$ cat src/rtl/fs_accel_config_loader.sv
// Descriptor-driven sequencer: fetches a per-layer descriptor and replays it as config register writes.
// Optional trailing-checksum verification is enabled with `define FS_CFG_LOADER_CHECKSUM_EN.
module fs_accel_config_loader #(
    parameter int MAX_QCH     = 36,
    parameter int ADDR_STRIDE = 4
) (
    input  logic        i_clk,
    input  logic        i_resetn,
    input  logic        i_start,
    input  logic        i_abort,
    input  logic [31:0] i_desc_base_addr,
    output logic        o_busy,
    output logic        o_done,
    output logic        o_error,
    output logic        o_mem_req,
    output logic [31:0] o_mem_addr,
    input  logic        i_mem_ready,
    input  logic        i_mem_rvalid,
    input  logic [31:0] i_mem_rdata,
    output logic        o_config_wen,
    output logic [4:0]  o_config_sel,
    output logic [31:0] o_config_data
);

    localparam logic [5:0]  LP_MAX_QCH = 6'(MAX_QCH);
    localparam logic [31:0] LP_STRIDE  = 32'(ADDR_STRIDE);
    localparam logic [6:0]  LP_K_QCH   = 7'd16;
    localparam logic [6:0]  LP_K_CH0   = 7'd17;

    typedef enum logic [2:0] {
        S_IDLE,
        S_REQ,
        S_WAIT,
        S_WR,
        S_QIDX,
        S_DONE
    } state_t;

    state_t      r_state, w_state_next;
    logic [31:0] r_base,  w_base_next;
    logic [6:0]  r_k,     w_k_next;
    logic [5:0]  r_qch,   w_qch_next;
    logic [5:0]  r_ch,    w_ch_next;
    logic [31:0] r_data,  w_data_next;
    logic        r_error, w_error_next;

    logic        w_is_cfg;
    logic        w_is_qword;
    logic        w_is_csum;
    logic [4:0]  w_cfg_sel;
    logic        w_last_ch;

`ifdef FS_CFG_LOADER_CHECKSUM_EN
    logic [31:0] r_xor, w_xor_next;
    // The checksum word sits right after the last shift word (or after word 16 when qch=0).
    assign w_is_csum = (r_k == (LP_K_CH0 + {r_qch, 1'b0}));
`else
    assign w_is_csum = 1'b0;
`endif

    assign w_is_cfg   = (r_k < LP_K_QCH);
    assign w_is_qword = (r_k >= LP_K_CH0) && !w_is_csum;
    assign w_cfg_sel  = (r_k < 7'd12) ? r_k[4:0] : (r_k[4:0] + 5'd3);
    assign w_last_ch  = ((r_ch + 6'd1) == r_qch);
    assign o_error    = r_error;

    always_ff @(posedge i_clk or negedge i_resetn) begin
        if (!i_resetn) begin
            r_state <= S_IDLE;
            r_base  <= '0;
            r_k     <= '0;
            r_qch   <= '0;
            r_ch    <= '0;
            r_data  <= '0;
            r_error <= 1'b0;
`ifdef FS_CFG_LOADER_CHECKSUM_EN
            r_xor   <= '0;
`endif
        end else begin
            r_state <= w_state_next;
            r_base  <= w_base_next;
            r_k     <= w_k_next;
            r_qch   <= w_qch_next;
            r_ch    <= w_ch_next;
            r_data  <= w_data_next;
            r_error <= w_error_next;
`ifdef FS_CFG_LOADER_CHECKSUM_EN
            r_xor   <= w_xor_next;
`endif
        end
    end

    always_comb begin
        w_state_next  = r_state;
        w_base_next   = r_base;
        w_k_next      = r_k;
        w_qch_next    = r_qch;
        w_ch_next     = r_ch;
        w_data_next   = r_data;
        w_error_next  = r_error;
`ifdef FS_CFG_LOADER_CHECKSUM_EN
        w_xor_next    = r_xor;
`endif
        o_busy        = 1'b0;
        o_done        = 1'b0;
        o_mem_req     = 1'b0;
        o_mem_addr    = '0;
        o_config_wen  = 1'b0;
        o_config_sel  = '0;
        o_config_data = '0;

        case (r_state)
            S_IDLE: begin
                if (i_start && !i_abort) begin
                    w_base_next  = i_desc_base_addr;
                    w_k_next     = '0;
                    w_qch_next   = '0;
                    w_ch_next    = '0;
                    w_error_next = 1'b0;
`ifdef FS_CFG_LOADER_CHECKSUM_EN
                    w_xor_next   = '0;
`endif
                    w_state_next = S_REQ;
                end
            end

            S_REQ: begin
                o_busy     = 1'b1;
                o_mem_req  = 1'b1;
                o_mem_addr = r_base + LP_STRIDE * {25'd0, r_k};
                if (i_abort) begin
                    w_state_next = S_IDLE;
                end else if (i_mem_ready) begin
                    w_state_next = S_WAIT;
                end
            end

            S_WAIT: begin
                o_busy = 1'b1;
                if (i_abort) begin
                    w_state_next = S_IDLE;
                end else if (i_mem_rvalid) begin
                    w_data_next  = i_mem_rdata;
`ifdef FS_CFG_LOADER_CHECKSUM_EN
                    if (!w_is_csum) begin
                        w_xor_next = r_xor ^ i_mem_rdata;
                    end
`endif
                    w_state_next = S_WR;
                end
            end

            S_WR: begin
                o_busy = 1'b1;
                if (w_is_cfg) begin
                    o_config_wen  = 1'b1;
                    o_config_sel  = w_cfg_sel;
                    o_config_data = r_data;
                end else if (w_is_qword) begin
                    // Odd word indices past 16 are multipliers, even ones are shifts.
                    o_config_wen  = 1'b1;
                    o_config_sel  = r_k[0] ? 5'd13 : 5'd14;
                    o_config_data = r_data;
                end

                if (i_abort) begin
                    w_state_next = S_IDLE;
                end else begin
                    w_k_next = r_k + 7'd1;
                    if (w_is_cfg) begin
                        w_state_next = S_REQ;
                    end else if (r_k == LP_K_QCH) begin
                        w_qch_next = r_data[5:0];
                        if (r_data[5:0] > LP_MAX_QCH) begin
                            w_error_next = 1'b1;
                            w_state_next = S_DONE;
                        end else if (r_data[5:0] == 6'd0) begin
`ifdef FS_CFG_LOADER_CHECKSUM_EN
                            w_state_next = S_REQ;
`else
                            w_state_next = S_DONE;
`endif
                        end else begin
                            w_state_next = S_QIDX;
                        end
                    end else if (w_is_csum) begin
`ifdef FS_CFG_LOADER_CHECKSUM_EN
                        if (r_data != r_xor) begin
                            w_error_next = 1'b1;
                        end
`endif
                        w_state_next = S_DONE;
                    end else if (r_k[0]) begin
                        w_state_next = S_REQ;
                    end else begin
                        w_ch_next = r_ch + 6'd1;
                        if (!w_last_ch) begin
                            w_state_next = S_QIDX;
                        end else begin
`ifdef FS_CFG_LOADER_CHECKSUM_EN
                            w_state_next = S_REQ;
`else
                            w_state_next = S_DONE;
`endif
                        end
                    end
                end
            end

            S_QIDX: begin
                o_busy        = 1'b1;
                o_config_wen  = 1'b1;
                o_config_sel  = 5'd12;
                o_config_data = {26'd0, r_ch};
                w_state_next  = i_abort ? S_IDLE : S_REQ;
            end

            S_DONE: begin
                o_done       = 1'b1;
                w_state_next = S_IDLE;
            end

            default: begin
                w_state_next = S_IDLE;
            end
        endcase
    end

endmodule

$ cat config.mk
export PLATFORM = sky130hd
export DESIGN_NAME = fs_accel_config_loader
export DESIGN_NICKNAME = d
export VERILOG_FILES = /design/src/rtl/fs_accel_config_loader.sv
export SDC_FILE = /design/constraint.sdc
export NUM_CORES = 1
export LEC_CHECK = 0
export CELL_PAD_IN_SITES_DETAIL_PLACEMENT = 1
export CELL_PAD_IN_SITES_GLOBAL_PLACEMENT = 1
export CORE_UTILIZATION = 37
export DETAILED_ROUTE_END_ITERATION = 10
export PLACE_DENSITY_LB_ADDON = 0.1
export SLEW_MARGIN = 20
export SYNTH_ARGS = -nofsm -noshare
export SYNTH_HDL_FRONTEND = slang
export SYNTH_SLANG_ARGS = --single-unit
$ cat constraint.sdc
create_clock -name i_clk -period 2.9 [get_ports i_clk]
set_clock_uncertainty 0.05 [all_clocks]
set_input_delay 0.58 -clock i_clk [delete_from_list [all_inputs] [get_ports i_clk]]
set_output_delay 0.58 -clock i_clk [all_outputs]
set_load 0.03 [all_outputs]
Word level (Yosys, flattened, before mapping)
Index checks and enable logic that the tools add are counted.
{ "totals": {"ff_bits": 87, "inputBits": 70} }
{ "classes": {"addsub": 4, "n_lt_le_gt_ge": 4, "eq_ne": 16, "muxes": 48, "n_bitwise": 1, "reduce_logical": 13} }
{ "ops": {"columns": ["operator", "n"], "rows": [
  ["two-way mux 32 bit", 3],
  ["one-hot mux 32 bit (2 select lines)", 1],
  ["two-way mux 6 bit", 8],
  ["adder 32 x 9 -> 32 bit", 1],
  ["two-way mux 3 bit", 9],
  ["one-hot mux 6 bit (2 select lines)", 2],
  ["one-hot mux 3 bit (5 select lines)", 1],
  ["two-way mux 1 bit", 14],
  ["two-way mux 7 bit", 2],
  ["inequality test 2 bit (second input constant)", 7],
  ["one-hot mux 7 bit (2 select lines)", 1],
  ["AND reduction 6 bit", 2],
  ["two-way mux 5 bit", 2],
  ["one-hot mux 5 bit (2 select lines)", 1],
  ["AND reduction 3 bit", 3],
  ["adder 7 x 1 -> 7 bit (second input constant)", 1],
  ["equality test 7 x 5 -> 1 bit (second input constant)", 1],
  ["greater-or-equal comparator 7 x 5 -> 1 bit (second input constant)", 1],
  ["less-than comparator 7 x 4 -> 1 bit (second input constant)", 1],
  ["less-than comparator 7 x 5 -> 1 bit (second input constant)", 1],
  ["adder 6 x 1 -> 6 bit (second input constant)", 1],
  ["equality test 3 x 2 -> 1 bit (second input constant)", 2],
  ["equality test 3 bit (second input constant)", 2],
  ["equality test 6 bit", 1],
  ["other kinds (16)", 18]
]} }

Depth between registers and ports, before layout
Gate-level depths: netlist of run 1.
{ "depth": {"depth_word": 8, "mapped_depth": 8} }

Worst setup path after synthesis of run 1
OpenSTA, ideal clock, no wires.
{ "synth_path": {"path_kind": "reg2out", "from": "register r_k[0]", "to": "output port o_mem_addr[26]", "arrival_ns": 2.481, "required_time_ns": 2.270, "setup_slack_ns": -0.211, "stages_incl_launch_ff": 9, "path_cell_list": "dfrtp_1 > ha_1 > fa_1 > a211oi_2 > o21a_4 > or2_1 > buf_6 > or4_1 > a21oi_1"} }
{ "synth_via": {"elab_chain_len": 2} }
{ "synth_rtl": {"columns": ["element", "line_no", "text"], "rows": [
  ["from (decl)", "41", "logic [6:0] r_k, w_k_next;"],
  ["from (signal assigned)", "82", "r_k <= w_k_next;"],
  ["adder 32 x 9 -> 32 bit", "130", "o_mem_addr = r_base + LP_STRIDE * {25'd0, r_k};"],
  ["two-way mux 32 bit", "112", "case (r_state)"],
  ["to (decl)", "16", "output logic [31:0] o_mem_addr,"]
]} }
Every way passes these cells.

Worst setup path after layout of run 1
{ "layout_path": {"from": "register r_k[0]", "to": "output port o_mem_addr[30]"} }
The elaborated chain is that of the path after synthesis.

==> impl_results.md, run 1 <==
* Max-cap violations at 0
* Critical path class: flop to primary output
* Core area at 13,200 sq um
* Leak at approximately 3.4 nW
* Port bufs at 143
* Die width at 119 um
* Wire length per cell at 19.2 um
* Synth Cell Area at 5040 sq um
* Gpl congestion at slightly below 0.9
* Seq/Total Area, Yosys at 43.2%
* Min-delay worst type: input port to asynchronous set/reset pin
* Most frequent cells in the layout: dfrtp_1, clkdlybuf4s50_1, buf_4
* Worst-path fanout max at 8
* Cell Pwr Density at 434 nW/um^2
* Net Count, Synth at 579
* Clock Path Buffers at 2
* First-pass GRT wire length at about 26,000 um
* Die area at 14,100 sq um
* GR Overflow Total at 0
* DRC viols at 0
* Tmin final at 3.07 ns
* CP Capture Type: primary output
* Post-Syn Area per Cell at 10.2 sq um
* Commonest non-fill, non-tap cell in the layout: dfrtp_1
* Final WL at roughly 17,000 um
* Final ANT Viol Nets at 0
* Post-Synthesis Cells at 496
* Initial core utilization at around two fifths
* Final setup viols at 29
* Total GRT Usage at 23.4%
* Relative slew slack at 43.2%
* Synth cell types at 54
* Die Ht at 119 um
* Crit-path cells: ha_4, fa_2, a211oi_4, o21a_4, or2_4, or4_4, a21oi_4, buf_6
* Status: complete, but fails checks
* Final instance area at 7840 sq um
* Overall Power at about 3.4 mW
* TritonCTS sink count at 87
* Final Slew Violations at 0
* Max VDD drop at 359 uV
* Antenna diodes at 0
* Number of synthesized flops with an enable pin at 0
* Worst skew pair latency at 0.34 ns
* Area Growth Syn to Fin at 55.6%
* Rows at 42
* Largest net degree at the start of global routing at between 40 and 50
* Routed vias at 4,642
* Placed Instance Area at 6710 sq um
* YS warnings at 0
* Clock buffer count from CTS at 9
* Fmax at 326 MHz
* RSZ-0062 raised after global routing: true
* Asr flop ratio synth at 100%
* Share of post-route cells with drive strength above 1 at 41.0%
* Worst path max stage delay at 0.44 ns
* Worst Setup Start Kind: flop
* 1st-iter DRT viols at 236
* Top_reg_cell synth: dfrtp_1
* TritonCTS clock tree: built
* Drt pass-1 iters at 4
* Final hold slack at 0.205 ns
* Seq cells post-synth at 87
* Vias in the first global route at 4,911
* Crit path required time at 2.27 ns
* Critical Path AT at between 2 and 2.5 ns
* Critical-path top delay cell: or4_4
* Htree depth at 3
* Drt via density at around 5.4
* Layout Nets at 764
* Failing checks: negative setup slack
* Root buf cell: clkbuf_16
* Number of I/O pins at 144
* Fin crit share at 106%
* Worst slew pin tran at 0.845 ns
* Fin. Hold Viols at 0
* Initial antenna violation count at 0
* Clk slew on worst S/H paths at 0.06 ns
* Dpl hpwl at about 11,000 um
* Setup ws final at -0.166 ns
[cell type report]
| cell class | instances | area, sq um |
|---|---|---|
| multi-input combinational | 375 | 3160 |
| inverter | 10 | 41.3 |
| fill | 1405 | 5400 |
| clock buffer | 12 | 246 |
| sequential | 87 | 2180 |
| clock inverter | 3 | 67.6 |
| tap | 176 | 220 |
| timing repair buffer | 198 | 1920 |
[synth_stat cells, types with 3 or more instances]
library cell / n / area [sq um]
dfrtp_1: 87 / 2180
mux2_2: 61 / 687
and2_1: 36 / 225
nor2_1: 36 / 135
nand2_1: 26 / 97.6
o21ai_0: 26 / 130
xnor2_1: 21 / 184
a21oi_1: 18 / 90.1
clkbuf_1: 15 / 56.3
nor3_1: 14 / 70.1
a22o_1: 13 / 114
nand3_1: 13 / 65.1
ha_1: 12 / 150
inv_1: 10 / 37.5
xor2_1: 10 / 87.6
nor4_1: 9 / 56.3
o31ai_1: 7 / 52.6
or4_1: 7 / 52.6
o21a_1: 6 / 45.0
or3_1: 5 / 31.3
a211oi_1: 4 / 30.0
a21o_1: 4 / 30.0
and4_1: 4 / 35.0
buf_1: 4 / 15.0
buf_2: 4 / 20.0
nand4_1: 4 / 25.0
o2111ai_1: 4 / 35.0
nand2b_1: 3 / 18.8
[worst max-delay path, delay by kind of cell (launching register included)]
| family | cells | cell delay (ns) |
|---|---|---|
| fa+ha+maj | 2 | 0.39 |
| flops | 1 | 0.41 |
| simple gates | 2 | 0.71 |
| buf+inv | 1 | 0.14 |
| compound gates | 3 | 0.43 |
[path summary, 6_finish.rpt]
check / from / to / slack, ns / cells after the start
min reg2reg: r_data[14]$_DFFE_PN0P_ / r_data[14]$_DFFE_PN0P_ / 0.46 / 1
min: i_resetn / r_base[11]$_DFFE_PN0P_ / 0.21 / 1
max reg2reg: r_k[0]$_DFFE_PN0P_ / r_qch[5]$_DFFE_PN0P_ / 0.44 / 7
min in group i_clk: r_data[14]$_DFFE_PN0P_ / r_data[14]$_DFFE_PN0P_ / 0.46 / 1
max in group asynchronous: i_resetn / r_state[0]$_DFFE_PN0P_ / 1.91 / 2
max: r_k[0]$_DFFE_PN0P_ / o_mem_addr[30] / -0.17 / 8
[through the flow]
step / cells / TNS [ns] / setup WS, ns / utilization [%]
3_3_place_gp: 820 / 0 / 0.0351 / 50.7
4_1_cts: 848 / -2.63 / -0.168 / 57.2
6_report: 861 / -2.65 / -0.166 / 59.2
5_1_grt: 861 / -6.75 / -0.261 / 59.2
3_5_place_dp: 820 / -0.0763 / -0.0243 / 50.7
2_1_floorplan: 496 / -0.0466 / -0.0466 / -
[cell families after synthesis]
family / count (synthesis) / share of synthesized area (%)
buffers and inverters: 35 / 2.88
flip-flops: 87 / 43.2
adder cells (fa/ha/maj): 13 / 3.38
XOR/XNOR: 31 / 5.39
AO/OA/AOI/OAI: 97 / 13.1
AND/OR/NAND/NOR: 171 / 18.2
multiplexers: 62 / 13.8
[registers in the layout, summed over array words and instances (netlist names)]
name	cells
r_base	32
r_data	32
r_k	7
r_ch	6
r_qch	6
r_state	3
o_error	1
[routing by layer]
layer | vias up | track usage, % | routed length, um
met5 | - | 0 | 0
met4 | 0 | 9.73 | 366
met3 | 25 | 5.36 | 941
met2 | 141 | 40.7 | 8530
met1 | 2328 | 27.5 | 6710
li1 | 2148 | - | -
[where the power goes]
part / total, mW / internal, mW / switching (mW)
sequential: 1.53 / 1.37 / 0.155
clock: 1.25 / 0.774 / 0.475
combinational: 0.626 / 0.347 / 0.279
total: 3.40 / 2.49 / 0.909
[what timing repair did]
item,4_1_cts,5_1_grt
hold buffers,0,0
cloned,5,0
setup endpoints to repair,59,64
pin swaps,43,32
gates resized for setup,112,38
setup buffers,9,14
Power figures use the tool's default switching activity.
==> run 2: changes to the inputs <==
--- a/config.mk
+++ b/config.mk
@@ -7,6 +7,7 @@
 export LEC_CHECK = 0
 export CELL_PAD_IN_SITES_DETAIL_PLACEMENT = 1
 export CELL_PAD_IN_SITES_GLOBAL_PLACEMENT = 1
+export CORE_ASPECT_RATIO = 0.9
 export CORE_UTILIZATION = 37
 export DETAILED_ROUTE_END_ITERATION = 10
 export PLACE_DENSITY_LB_ADDON = 0.1
==> run 2 against run 1 <==
The flow finishes with violations (design-rule violations, negative setup slack); clock-buffer cell count fell by 2; combinational power rose by 7.3%; total power rose by 0.12%; largest power group unchanged; global-route usage fell by 0.51 points; first-iteration DRC count fell by 41%; final cell count fell by 1.2%; sequential power barely moved; sequential cell count did not move; non-clock buffer count fell by 3; core utilization rose by 0.38 points; critical path type unchanged.
==> impl_results.md, run 2 (synthesized netlist as in run 1, its figures left out) <==
* Seq pwr share at 44.6%
* Relative slew slack at 49.3%
* Dpl hpwl at roughly 11,000 um
* Status: complete, but fails checks
* Initial antenna violation count at 0
* Crit path required time at 2.27 ns
* Setup ws final at -0.266 ns
* Wire length per cell at 19.4 um
* Multi-input logic area at 3250 sq um
* Clk pwr share at 35.6%
* Final Slew Violations at 0
* Comb pwr share at around a fifth
* Fin crit share at 109%
* RSZ-0062 raised after global routing: true
* Max VDD drop at approximately 330 uV
* Tmin final at approximately 3.2 ns
* Fmax at 316 MHz
* Cell Pwr Density at roughly 430 nW/um^2
* Port bufs at 143
* Top Registers: r_base x32, r_data x32, r_k x7
* Worst Setup Start Kind: flop
* Total GRT Usage at a little under a quarter
* Area Growth Syn to Fin at 57.4%
* Htree depth at 3
* Min-delay worst type: input port to asynchronous set/reset pin
* Root buf cell: clkbuf_16
* Critical Path AT at roughly 2.5 ns
* TritonCTS sink count at between 80 and 90
* TritonCTS clock tree: built
* Initial core utilization at 37.8%
* Inst Count DP at 812
* Max-cap violations at 0
* Critical path class: flop to primary output
* Failing checks: design-rule violations, negative setup slack
* GR Overflow Total at 0
* Net Sw Power at between 0.9 and 1 mW
* Final hold slack at approximately 0.13 ns
* Number of I/O pins at 144
* Fin. Hold Viols at 0
* Drt via density at 5.37
* Hold Buf Count CTS at 0
* Die width at 125 um
* Leak at 3.44 nW
* Clk slew on worst S/H paths at 0.06 ns
* R2R depth at 9
* Layout Nets at between 700 and 800
* CP Capture Type: primary output
* Largest net degree at the start of global routing at 57
* Reg-to-reg setup timing slack at around 0.22 ns
* First-pass GRT wire length at 25,200 um
* 1st-iter DRT viols at 139
* Die Ht at approximately 110 um
* Vias in the first global route at roughly 4.8k
* Commonest non-fill, non-tap cell in the layout: dfrtp_1
* Most frequent cells in the layout: dfrtp_1, clkdlybuf4s50_1, mux2_2
* Overall Power at 3.40 mW
* Internal at 2.44 mW
* Routed vias at between 4k and 5k
* Final ANT Viol Nets at 0
* Rows at 40
* Core area at 13,300 sq um
* Fill cells at 1,412
* Drt pass-1 iters at 8
* Crit Reg-Reg Endpoint: r_ch[5]$_DFFE_PN0P_
* Worst skew pair latency at 0.35 ns
* Register Area at roughly 2200 sq um
* Net Sw Frac at 28.4%
* Final WL at 16,500 um
* Antenna diodes at 0
* Clock buffer count from CTS at 9
* Die area at approximately 14,000 sq um
* Clock Path Buffers at 2
* Final Non-Filler Cells at 851
* Final Core Density at about 60%
* Worst slew pin tran at 0.753 ns
* Share of post-route cells with drive strength above 1 at 42.3%
* Worst-path fanout max at 2
* DRC viols at 6
* Gpl congestion at between 0.8 and 0.9
* Final setup viols at 28
* FF-to-FF Start: r_k[1]$_DFFE_PN0P_
-- run 2: worst max-delay path: stages (launching register included) --
cell	delay (ns)
dfrtp_2	0.43
buf_4	0.16
fa_2	0.39
a211oi_4	0.30
buf_4	0.17
o21bai_1	0.08
a21oi_2	0.17
xor2_1	0.19
nor2_1	0.09
buf_4	0.19
-- run 2: repair_timing --
| action | CTS | global route |
|---|---|---|
| buffers inserted | 4 | 18 |
| resized for setup | 100 | 73 |
| hold endpoints to repair | 0 | 0 |
| pin swaps | 29 | 59 |
| setup endpoints to repair | 62 | 66 |
| gates cloned | 1 | 2 |
-- run 2: worst max path at each step --
stage / slack [ns] / endpoint / start
after global routing: -0.36 / o_mem_addr[8] / r_k[1]$_DFFE_PN0P_
final: -0.27 / o_mem_addr[8] / r_k[1]$_DFFE_PN0P_
after global placement: 0.05 / o_mem_addr[30] / r_base[2]$_DFFE_PN0P_
after floorplan: -0.05 / o_mem_addr[26] / r_k[0]$_DFFE_PN0P_
after detailed placement: 0.02 / o_mem_addr[9] / r_base[6]$_DFFE_PN0P_
after CTS: -0.26 / o_mem_addr[8] / r_k[0]$_DFFE_PN0P_
-- run 2: layer usage --
metal  track usage, %  wire length (um)  share of wire (%)  vias up
li1                 -                 -                  -     2148
met1             28.7              7150                 43     2286
met2             38.5              8250                 50      119
met3             6.67               873                5.3       21
met4             6.10               243                1.5        0
met5                0                 0                  0        -
-- run 2: final cells by class --
type / instances / share of cell area [%]
Sequential cell: 87 / 27.6
Inverter: 10 / 0.521
Multi-Input combinational cell: 375 / 41.0
Clock inverter: 6 / 0.883
Timing Repair Buffer: 195 / 24.4
Tap cell: 168 / 2.65
Clock buffer: 10 / 3.01
-- run 2: power by group through the flow --
stage / registers [mW] / logic, mW / clock network [mW]
floorplan: 1.48 / 0.332 / 0
global placement: 1.51 / 0.538 / 0
detailed placement: 1.53 / 0.559 / 0
CTS: 1.51 / 0.580 / 1.24
global route: 1.54 / 0.726 / 1.29
finish: 1.52 / 0.672 / 1.21
-- run 2: through the flow --
step	instance area, sq um	setup TNS (ns)	worst slack, ns
floorplan	5070	-0.0466	-0.0466
global placement	6690	0	0.0518
detailed placement	6690	0	0.0203
CTS	7420	-3.69	-0.259
global route	7930	-7.52	-0.359
finish	7930	-2.76	-0.266
==> run 3: changes to the inputs <==
--- a/config.mk
+++ b/config.mk
@@ -5,6 +5,7 @@
 export SDC_FILE = /design/constraint.sdc
 export NUM_CORES = 1
 export LEC_CHECK = 0
+export CAP_MARGIN = 25
 export CELL_PAD_IN_SITES_DETAIL_PLACEMENT = 1
 export CELL_PAD_IN_SITES_GLOBAL_PLACEMENT = 1
 export CORE_ASPECT_RATIO = 0.9
==> constraint.sdc (replaced) <==
create_clock -name i_clk -period 3.2 [get_ports i_clk]
set_clock_uncertainty 0.05 [all_clocks]
set_input_delay 0.64 -clock i_clk [delete_from_list [all_inputs] [get_ports i_clk]]
set_output_delay 0.64 -clock i_clk [all_outputs]
set_load 0.03 [all_outputs]
==> run 3 against run 2 <==
The run still ends with design-rule violations, negative setup slack left; cell area down 8.2%; register-to-register slack improved by 0.63 ns; combinational power decreased by 22%; largest power group unchanged; highest routed layer unchanged; worst setup slack better by 0.25 ns; largest cell class unchanged.
==> impl_results.md, run 3 (synthesized netlist as in run 1, its figures left out) <==
* Commonest non-fill, non-tap cell in the layout: dfrtp_1
* Worst slew pin tran at between 0.7 and 0.8 ns
* Total GRT Usage at approximately 22%
* Relative slew slack at 52.3%
* Critical Path AT at 2.53 ns
* Share of post-route cells with drive strength above 1 at between 30% and 40%
* Final setup viols at 3
* GR Overflow Total at 0
* Failing checks: design-rule violations, negative setup slack
* Fmax at 311 MHz
* Top Registers: r_base x32, r_data x32, r_k x7
* Routed vias at between 4k and 5k
* Crit path required time at 2.51 ns
* Htree depth at 3
* Area Growth Syn to Fin at 44.6%
* Die Ht at 113 um
* Clk slew on worst S/H paths at 0.07 ns
* Worst Setup Start Kind: flop
* Min-delay worst type: input port to asynchronous set/reset pin
* Max VDD drop at ~260 uV
* Fin. Hold Viols at 0
* Final hold slack at around 0.27 ns
* Core area at 13,300 sq um
* Met1 WL at 6750 um
* Final ANT Viol Nets at 0
* Max-cap violations at 0
* Antenna diodes at 0
* Critical path class: flop to primary output
* Setup TNS Final at -0.0290 ns
* Number of I/O pins at 144
* Worst-path fanout max at 8
* Largest net degree at the start of global routing at 46
* Clock Path Buffers at 2
* 1st-iter DRT viols at 167
* TritonCTS sink count at 87
* DRC viols at 12
* Final Slew Violations at 0
* Cell Pwr Density at between 400 and 500 nW/um^2
* RSZ-0062 raised after global routing: true
* Clock buffer count from CTS at 9
* Drt pass-1 iters at 7
* Tmin final at 3.22 ns
* WL met2 at 7630 um
* Leak at 3.18 nW
* Initial antenna violation count at 0
* Die area at 14,100 sq um
* Gpl congestion at 0.782
* Root buf cell: clkbuf_16
* Drt via density at between 5 and 6
* Layout Nets at 740
* Final Non-Filler Cells at 830
* Fin crit share at 101%
* TritonCTS clock tree: built
* WL met3 at 1000 um
* Highest Signal Layer: met4
* Dpl hpwl at 10,900 um
* Vias in the first global route at around 4.7k
* Worst skew pair latency at between 0.3 and 0.4 ns
* First-pass GRT wire length at 24,600 um
* Inst Count DP at 796
* Final WL at between 15,000 and 20,000 um
* Final instance area at 7290 sq um
* Die width at roughly 130 um
* Placed Instance Area at 6570 sq um
* Fill cells at 1,488
* Initial core utilization at a little under two fifths
* CP Capture Type: primary output
* Hold Buf Count CTS at 0
* Setup ws final at -0.0163 ns
* Port bufs at 143
* Rows at 40
* Status: complete, but fails checks
* Most frequent cells in the layout: dfrtp_1, clkdlybuf4s50_1, buf_4
* Wire length per cell at ~19 um
[run 3: cell types whose count changed in the layout (fill, tap and decap cells not counted), sizes merged]
cell,change
clkbuf,+5
clkdlybuf4s15,+1
inv,+5
clkdlybuf4s50,+2
o21ai,-1
clkinvlp,-1
buf,-29
dlymetal6s2s,+1
clkinv,-4
[run 3: critical path, cell delays in order (launching register included)]
cell and delay [ns]:
dfrtp_1 0.45, buf_6 0.13, fa_2 0.23, a211oi_4 0.08
o21a_4 0.24, or2_4 0.28, or3_2 0.41, a21oi_1 0.17
buf_4 0.18
[run 3: area by class of cell]
cell class | count | area [sq um] | share of cell area [%]
Clock buffer | 10 | 239 | 3.28
Tap cell | 168 | 210 | 2.89
Multi-Input combinational cell | 374 | 2900 | 39.8
Sequential cell | 87 | 2180 | 29.9
Inverter | 10 | 37.5 | 0.515
Clock inverter | 6 | 72.6 | 0.996
Timing Repair Buffer | 175 | 1640 | 22.5
[run 3: final timing paths]
check                                               to                    from  cells past startpoint  slack [ns]
max in group asynchronous           r_k[6]$_DFFE_PN0P_                i_resetn                      2        2.13
worst max-delay path                    o_mem_addr[12]      r_k[1]$_DFFE_PN0P_                      8       -0.02
worst min-delay path                r_k[1]$_DFFE_PN0P_                i_resetn                      1        0.27
min in group i_clk              r_data[30]$_DFFE_PN0P_  r_data[30]$_DFFE_PN0P_                      1        0.45
worst max register to register     r_ch[2]$_DFFE_PN0P_      r_k[1]$_DFFE_PN0P_                      8        0.85
worst min register to register  r_data[30]$_DFFE_PN0P_  r_data[30]$_DFFE_PN0P_                      1        0.45
[run 3: through the flow]
stage	power (mW)	setup slack, ns	util [%]
finish	3.02	-0.0163	54.7
global route	3.16	-0.113	54.7
CTS	3.03	-0.0366	52.9
detailed placement	1.87	0.0251	49.4
global placement	1.84	0.130	49.4
floorplan	1.63	0.0295	-
[run 3: power breakdown]
| group | leakage, nW | switching, mW | internal, mW | total [mW] |
|---|---|---|---|---|
| combinational | 1.90 | 0.228 | 0.297 | 0.525 |
| sequential | 1.12 | 0.131 | 1.24 | 1.37 |
| clock | 0.156 | 0.481 | 0.639 | 1.12 |
[run 3: layer usage]
metal  track usage (%)  vias to the layer above
met4              5.37                        0
met3              8.09                       14
met2              38.0                      104
li1                  -                     2100
met1              27.0                     2214
met5                 0                        -
[run 3: repair_timing]
| item | in CTS | in global routing |
|---|---|---|
| cloned | 0 | 3 |
| pin swaps | 7 | 24 |
| gates resized for setup | 26 | 31 |
| setup buffers | 7 | 9 |
| endpoints found under the setup margin | 26 | 30 |
